### config.mk
export PLATFORM = sky130hd
export DESIGN_NAME = memory_access_controller
export DESIGN_NICKNAME = d
export VERILOG_FILES = /design/src/rtl/memory_access_controller_pkg.sv /design/src/rtl/memory_access_controller.sv
export SDC_FILE = /design/constraint.sdc
export NUM_CORES = 1
export LEC_CHECK = 0
export CORE_MARGIN = 8
export CORE_UTILIZATION = 40
export DETAILED_ROUTE_END_ITERATION = 10
export GPL_TIMING_DRIVEN = 0
export PLACE_DENSITY = 0.69
export SETUP_SLACK_MARGIN = 0.4
export SYNTH_ARGS = -nofsm -noshare
export SYNTH_HDL_FRONTEND = slang
export SYNTH_SLANG_ARGS = --single-unit
### constraint.sdc
create_clock -name CLOCK -period 1.64 [get_ports CLOCK]
set_input_delay 0.246 -clock CLOCK [delete_from_list [all_inputs] [get_ports CLOCK]]
set_output_delay 0.246 -clock CLOCK [all_outputs]
set_load 0.01 [all_outputs]
### src/rtl/memory_access_controller_pkg.sv
// Shared types for the byte-memory access controller and its memory interface.
// MEMSIZE sets the implemented memory depth used by the optional range check.
`ifndef MEMSIZE
`define MEMSIZE 256
`endif

package memory_access_controller_pkg;

    localparam int BYTE_W = 8;

    typedef logic [BYTE_W-1:0]   DEFAULT_TYPE;
    typedef logic [2*BYTE_W-1:0] WORD_TYPE;

    typedef enum logic {
        MEMORY_IDLE  = 1'b0,
        MEMORY_WRITE = 1'b1
    } MEMORY_FLAG_TYPE;

    typedef enum logic [2:0] {
        IDLE    = 3'd0,
        RD_LO   = 3'd1,
        RD_HI   = 3'd2,
        RD_LAST = 3'd3,
        WR_HI   = 3'd4,
        RSP     = 3'd5
    } MEMACC_STATE_TYPE;

endpackage

### src/rtl/memory_access_controller.sv
// Sequences byte/word load-store requests into single-byte memory cycles.
// Optional feature macro: MEMACC_RANGE_CHECK_EN (reject out-of-range addresses with rsp_err).
module memory_access_controller
    import memory_access_controller_pkg::*;
#(
    parameter int DATA_W    = 8,
    parameter int ADDR_W    = 8,
    parameter int MEM_DEPTH = `MEMSIZE
) (
    input  logic                CLOCK,
    input  logic                RESET_N,
    input  logic                req_valid,
    output logic                req_ready,
    input  logic                req_write,
    input  logic                req_word,
    input  logic [ADDR_W-1:0]   req_addr,
    input  logic [2*DATA_W-1:0] req_wdata,
    output logic                rsp_valid,
    output logic [2*DATA_W-1:0] rsp_rdata,
    output logic                rsp_err,
    output MEMORY_FLAG_TYPE     mem_ctrl,
    output logic [ADDR_W-1:0]   mem_addr,
    output logic [DATA_W-1:0]   mem_wdata,
    input  logic [DATA_W-1:0]   mem_rdata,
    output MEMACC_STATE_TYPE    state
);

`ifdef MEMACC_RANGE_CHECK_EN
    localparam bit RANGE_EN = 1'b1;
`else
    localparam bit RANGE_EN = 1'b0;
`endif

    // Handshake: a request is taken on the rising edge where req_valid && req_ready;
    // req_ready is high only in IDLE, and rsp_valid is a single-cycle pulse with no backpressure.

    MEMACC_STATE_TYPE      state_d;
    logic                  ready_d;
    MEMORY_FLAG_TYPE       mem_ctrl_d;
    logic [ADDR_W-1:0]     addr_d;
    logic [DATA_W-1:0]     wdata_d;
    logic                  rsp_valid_d;
    logic [2*DATA_W-1:0]   rdata_d;
    logic                  err_d;
    logic                  word_q, word_d;
    logic [DATA_W-1:0]     hi_q, hi_d;
    logic [DATA_W-1:0]     lo_q, lo_d;
    logic [ADDR_W-1:0]     req_addr_p1;
    logic                  range_bad;

    // The second byte address wraps within the address space before comparison.
    assign req_addr_p1 = req_addr + 1'b1;
    assign range_bad   = RANGE_EN &&
                         ((32'(req_addr) >= MEM_DEPTH) ||
                          (req_word && (32'(req_addr_p1) >= MEM_DEPTH)));

    always_ff @(posedge CLOCK or negedge RESET_N) begin
        if (!RESET_N) begin
            state     <= IDLE;
            req_ready <= 1'b1;
            mem_ctrl  <= MEMORY_IDLE;
            mem_addr  <= '0;
            mem_wdata <= '0;
            rsp_valid <= 1'b0;
            rsp_rdata <= '0;
            rsp_err   <= 1'b0;
            word_q    <= 1'b0;
            hi_q      <= '0;
            lo_q      <= '0;
        end else begin
            state     <= state_d;
            req_ready <= ready_d;
            mem_ctrl  <= mem_ctrl_d;
            mem_addr  <= addr_d;
            mem_wdata <= wdata_d;
            rsp_valid <= rsp_valid_d;
            rsp_rdata <= rdata_d;
            rsp_err   <= err_d;
            word_q    <= word_d;
            hi_q      <= hi_d;
            lo_q      <= lo_d;
        end
    end

    always_comb begin
        state_d     = state;
        ready_d     = 1'b0;
        mem_ctrl_d  = mem_ctrl;
        addr_d      = mem_addr;
        wdata_d     = mem_wdata;
        rsp_valid_d = 1'b0;
        rdata_d     = rsp_rdata;
        err_d       = rsp_err;
        word_d      = word_q;
        hi_d        = hi_q;
        lo_d        = lo_q;
        case (state)
            IDLE: begin
                ready_d = 1'b1;
                if (req_valid) begin
                    ready_d = 1'b0;
                    word_d  = req_word;
                    hi_d    = req_wdata[2*DATA_W-1:DATA_W];
                    err_d   = 1'b0;
                    if (range_bad) begin
                        state_d     = RSP;
                        rsp_valid_d = 1'b1;
                        err_d       = 1'b1;
                        rdata_d     = '0;
                    end else if (req_write) begin
                        addr_d     = req_addr;
                        mem_ctrl_d = MEMORY_WRITE;
                        wdata_d    = req_wdata[DATA_W-1:0];
                        state_d    = WR_HI;
                    end else begin
                        addr_d  = req_addr;
                        state_d = RD_LO;
                    end
                end
            end
            RD_LO: begin
                if (word_q) begin
                    addr_d  = mem_addr + 1'b1;
                    state_d = RD_HI;
                end else begin
                    state_d = RD_LAST;
                end
            end
            RD_HI: begin
                lo_d    = mem_rdata;
                state_d = RD_LAST;
            end
            RD_LAST: begin
                rdata_d     = word_q ? {mem_rdata, lo_q} : {{DATA_W{1'b0}}, mem_rdata};
                rsp_valid_d = 1'b1;
                state_d     = RSP;
            end
            // word_q doubles as "high byte still to write" so one state covers both store sizes.
            WR_HI: begin
                if (word_q) begin
                    addr_d  = mem_addr + 1'b1;
                    wdata_d = hi_q;
                    word_d  = 1'b0;
                end else begin
                    mem_ctrl_d  = MEMORY_IDLE;
                    rsp_valid_d = 1'b1;
                    state_d     = RSP;
                end
            end
            RSP: begin
                ready_d = 1'b1;
                state_d = IDLE;
            end
            default: begin
                ready_d    = 1'b1;
                mem_ctrl_d = MEMORY_IDLE;
                state_d    = IDLE;
            end
        endcase
    end

endmodule
After elaboration in Yosys (flattened, before gate mapping) --
Index checks and enable logic that the tools add are counted.
Cells by class: add/subtract/negate cells 1, equality and inequality tests 10, muxes and demuxes 23, bitwise gates (word level) 1, reductions and logical operators 12
Operators by type and width (count):
- 2-to-1 mux 8 bit | 5
- case mux 8 bit (2 select lines) | 2
- 2-to-1 mux 16 bit | 1
- case mux 3 bit (5 select lines) | 1
- 2-to-1 mux 3 bit | 3
- adder 8 x 1 -> 8 bit, second input constant | 1
- inequality test 2 bit, second input constant | 4
- AND reduction 4 bit | 2
- OR reduction 4 bit | 2
- 2-to-1 mux 1 bit | 7
- equality test 3 x 2 -> 1 bit, second input constant | 2
- equality test 3 bit, second input constant | 2
- case mux 1 bit (2 select lines) | 3
- AND reduction 2 bit | 3
- nonzero test 2 bit | 2
- equality test 3 x 1 -> 1 bit, second input constant | 1
- zero test 3 bit | 1
- case mux 1 bit (3 select lines) | 1
- AND reduction 3 bit | 1
- inequality test 2 x 1 -> 1 bit, second input constant | 1
- OR reduction 2 bit | 1
- inverter 1 bit | 1
Word-level totals: bits in registers 55, input port bits 37, output and inout bits 39, word-level logic and storage cells 57

Longest topological paths before layout --
depth after elaboration 4, depth in mapped cells 6, depth with buffers taken out 5

Worst setup path after synthesis --
Ideal clock, no wire load.
path kind reg2reg, start register state[1], end register hi_q[0], setup time 0.125 ns, data arrival time 1.444 ns, path slack 0.071 ns, stages on the path, launching flop included 5, buffers on the path 1, period minus slack after synthesis 1.569 ns, path through dfrtp_1 -> or2_2 -> clkbuf_1 -> nor2_4 -> mux2_2
Between the ends: cells in the longest elaborated chain, start to end 2
RTL lines:
- start, declared | RTL line memory_access_controller.sv:25 | output MEMACC_STATE_TYPE state
- start signal, assigned | RTL line memory_access_controller.sv:71 | state <= state_d;
- zero test 3 bit | RTL line memory_access_controller.sv:97 | case (state)
- AND reduction 2 bit (no source line)
- end signal, assigned | RTL line memory_access_controller.sv:80 | hi_q <= hi_d;
- end, declared | RTL line memory_access_controller.sv:46 | logic [DATA_W-1:0] hi_q, hi_d;
Every way passes these cells. A chain may end at the register's enable or synchronous reset.

Final worst setup path --
start register state[0], end register mem_addr[0]
Between the ends: cells in the longest elaborated chain, start to end 4, elaborated cells on any way between the ends 9
RTL lines:
- equality test 3 bit / equality test 3 x 1 -> 1 bit (equally long branches) | RTL line memory_access_controller.sv:97
- OR reduction 2 bit (no source line)
- inequality test 2 x 1 -> 1 bit (no source line) / nonzero test 2 bit (equally long branches)
- AND reduction 3 bit (no source line)
- end signal, assigned | RTL line memory_access_controller.sv:74 | mem_addr <= addr_d;
- end, declared | RTL line memory_access_controller.sv:22 | output logic [ADDR_W-1:0] mem_addr,
Parallel ways exist; a longest one is shown, timed or not.

==> results.md <==
- The worst-case setup slack after placement is -0.1937 ns.
- The count of yosys warnings during synthesis is 0.
- For the finished layout, the period the worst path requires is around 1.5 ns.
- The final number of hold-violating endpoints came to 0.
- The longest clock path from root to sink contains 2 buffers.
- The critical path launch point type is a flip-flop.
- The die is 96.53 µm wide.
- Summed over all nets, the half-perimeter wirelength after detailed placement is 4740 µm.
- The share of the cycle needed by the critical path after routing is 0.9360.
- The number of antenna violations at the first check in global routing is 0.
- For the pin with the worst max-slew slack, the measured transition is approximately 0.6 ns.
- The number of placed cells counting well taps is around 390.
- The worst setup path category is reg2reg.
- The count of inserted antenna diode cells is 0.
- The routed design has between 7000 and 8000 µm of wire.
- In this run the power density over the cells is between 1500 and 2000 nW/µm².
- The peak clock frequency supported by timing is around 650 MHz.
- The clock latency of the later-clocked register in the worst-skew pair is approximately 0.31 ns.
- For this configuration, the core starts out at a cell density of 0.4108.
- The count of nets left with antenna violations once routing finished came out at 0.
- The cell with the most instances after synthesis is sky130_fd_sc_hd__dfrtp_1.
- The synthesized net count is 275.
- In this run the cell area of the synthesized design comes to 2594 µm².
- The total iterations of the first detailed-routing run is 6.
- Row generation in the floorplan step produced 29 rows.
- The post-layout instance count excluding filler cells is 448.
- Setup slack closes at 0.1050 ns.
- The number of instances in the synthesized netlist is about 240.
- The number of unique standard cell types used by synthesis is 44.
- The floorplan step defined a die boundary enclosing about 9300 µm².
- Between clock sinks in the finished design, the worst skew comes to between 0.01 and 0.015 ns.
- After synthesis, the share of flip-flops with an asynchronous set or reset is 1.000.
- The maximum number of pins on one net before global-route repair is 32.
- The number of ports placed on the die boundary is 76.
- Averaged over all synthesized cells, the footprint is between 10 and 15 µm².
- The worst-path cell with the longest stage delay is sky130_fd_sc_hd__dfrtp_1.
- The cell count of the worst reg-to-reg path is 6.
- Dividing the detail-routed via count by the number of cells gives just over 5.
- The region available for standard cell placement spans 6314 µm².
- The first global-routing pass estimated about 12000 µm of wire.
- The number of pins with negative max-slew slack in the final report is 0.
- Adding up every negative setup slack in the final design gives 0 ns.
- Summed over all cells, the static leakage comes to 1.925 nW.
- The worst-case headroom to the max-slew limit is 0.5923.
- The max-capacitance violation count is 0.
- The maximum fanout encountered on the critical timing path is 10.
- The global placer's final weighted congestion is ~0.78.
- Detailed routing inserted a total of 2292 vias.
- The final-report setup violation count is 0.
- The most used flip-flop cell after synthesis is sky130_fd_sc_hd__dfrtp_1.
- The area overhead of the layout relative to synthesis is 64.69%.
- In this run, CTS created clock tree buffers numbering 5.
- The combined global-route utilization of all metal layers is 0.1636.
- CTS placed an instance of sky130_fd_sc_hd__clkbuf_8 at the clock tree root.
- The most numerous cell type found on the critical path is sky130_fd_sc_hd__buf_6.
- The number of design-rule violations left by the first detailed-router iteration is 86.
- Synthesis inferred 55 register bits.
- CTS built an H-tree with a depth of 2.
- The count of clock tree sinks is between 50 and 60.
- The maximum cell stage delay along the critical path is 0.40 ns.
- Setup repair after global routing could not meet its margin everywhere.
- The share of final-layout standard cells stronger than drive strength 1 is 0.3801.
- The post-route total power is around 8.5 mW.
- Walking the worst path, the cells encountered are buf_6, mux2i_1, o21a_1, buf_6, nor4_1, a211o_1.
- After detailed routing, the number of remaining DRC violations is 0.
- The portion of the post-synthesis area used by sequential elements is 0.5311.
- The via count of the first global-routing pass came to approximately 2400.
- The endpoint type of the worst setup path is a flip-flop.
- After synthesis, the cell types taking the most area are sky130_fd_sc_hd__dfrtp_1 52%, sky130_fd_sc_hd__mux2i_1 8.9%, sky130_fd_sc_hd__mux2_2 6.9%, sky130_fd_sc_hd__o21ai_0 4.2%, sky130_fd_sc_hd__nand2_1 4.1%.
- In this run the worst hold path is classified as in2async.
- The peak ir drop on the vdd network is 1.133 mV.
- The number of flops mapped to enable cells by yosys is 0.
- The TritonCTS clock tree is yes.
- The die extent in y is 96.53 µm.
- The clock-pin slew on the worst setup and hold paths is roughly 0.11 ns.
- In the synthesized netlist, the cells that appear most often are 54 x sky130_fd_sc_hd__dfrtp_1, 28 x sky130_fd_sc_hd__nand2_1, 23 x sky130_fd_sc_hd__mux2i_1.
- The run finished with clean final reports.
- The cell accounting for the most synthesized area is sky130_fd_sc_hd__dfrtp_1.
- In the final design database the tool counted between 400 and 500 nets.
- Data on the critical path is required at its endpoint by between 1.5 and 2 ns.
- For the worst setup path, the data arrival time is 1.74 ns.
- The count of buffers added on input and output ports is 74.
- The routed wire length per instance is 17.18 µm.
- The fraction of post-synthesis cell area in the top cell type by area is 0.5210.
- The total congestion overflow after global routing is 0.
==> cells by family (layout without fill, tap and decap cells) <==
group	after synthesis	in the layout	share of synthesized area
simple gates	65	66	0.1278
xor+xnor	2	2	0.009650
mux	39	39	0.1582
buf+inv	21	154	0.04148
fa+ha+maj	1	1	0.004823
flops	55	55	0.5311
other cells	1	1	0.001446
compound gates	53	53	0.1254
==> path summary, 6_finish.rpt <==
kind / start / endpoint / slack, ns
hold reg to reg: rsp_rdata[3] / rsp_rdata[3] / 0.50
max in group asynchronous: RESET_N / lo_q[6] / 0.59
setup reg to reg: state[0] / mem_addr[0] / 0.11
hold / removal: RESET_N / mem_wdata[3] / 0.46
setup / recovery: state[0] / mem_addr[0] / 0.11
min in group CLOCK: rsp_rdata[3] / rsp_rdata[3] / 0.50
==> cell type report <==
cell class	count	area, µm²
multi-input cells	162	1290
well taps	77	96.34
fillers	505	2042
flip-flops and latches	55	1380
repair buffers	125	1211
clock buffers	7	76.32
clock inverters	1	8.758
inverters	5	18.77
plain buffers	16	190.2
==> registers in the layout, indices dropped and copies added (netlist names) <==
name and cells:
lo_q 8, mem_addr 8, req_ready 1, state 3, mem_ctrl 1, mem_wdata 8
word_q 1, hi_q 8, rsp_valid 1, rsp_rdata 16
==> per-stage QoR <==
stage,hold slack (ns),area (µm²),utilization
floorplan,-0.04959,2695,-
global placement,0.4660,3532,0.5595
detailed placement,0.2999,3547,0.5618
CTS,0.4925,4043,0.6403
global route,0.5286,4272,0.6766
finish,0.4620,4272,0.6766
==> power breakdown <==
group	switching, mW	total (mW)	internal (mW)
Clock	0.472	0.782	0.310
Combinational	2.34	5.29	2.96
Sequential	0.411	2.46	2.05
==> metal layers <==
| layer | wire (µm) | vias to the layer above | global-route usage |
|---|---|---|---|
| met1 | 3331 | 1129 | 0.1975 |
| li1 | - | 1106 | - |
| met5 | 0 | - | 0 |
| met4 | 91 | 0 | 0.03909 |
| met2 | 3913 | 49 | 0.2841 |
| met3 | 360 | 8 | 0.04173 |
==> critical path: cells and delay by family, from the launching register on <==
| kind | cells | cell delay, ns |
|---|---|---|
| simple gates | 1 | 0.06 |
| compound gates | 2 | 0.45 |
| mux | 1 | 0.20 |
| flops | 1 | 0.40 |
| buf+inv | 2 | 0.31 |
==> repair_timing <==
action | 4_1_cts | 5_1_grt
cloned | 5 | 1
buffers inserted | 28 | 16
pin swaps | 17 | 7
hold buffers | 1 | 0
setup endpoints to repair | 91 | 77
hold endpoints to repair | 23 | 0
gates resized for setup | 113 | 73
==> placed cells by master, fill, tap and decap left out, drive strengths merged, types with 2 or more instances in the layout <==
cell           Yosys  routed
buf               10      69
dfrtp             54      54
clkdlybuf4s50      0      35
nand2             29      30
clkdlybuf4s15      0      26
mux2i             23      23
o21ai             22      22
clkbuf             6      17
mux2              16      16
nor2              15      15
a21oi             11      11
inv                5       6
a211oi             5       5
nor3               5       5
o22ai              4       4
nand3b             3       3
a2bb2oi            3       3
or2                3       3
nand4              2       2
nor4               2       2
a31oi              2       2
xnor2              2       2
nand3              2       2
nor4b              2       2
(Power assumes the default switching activity.)
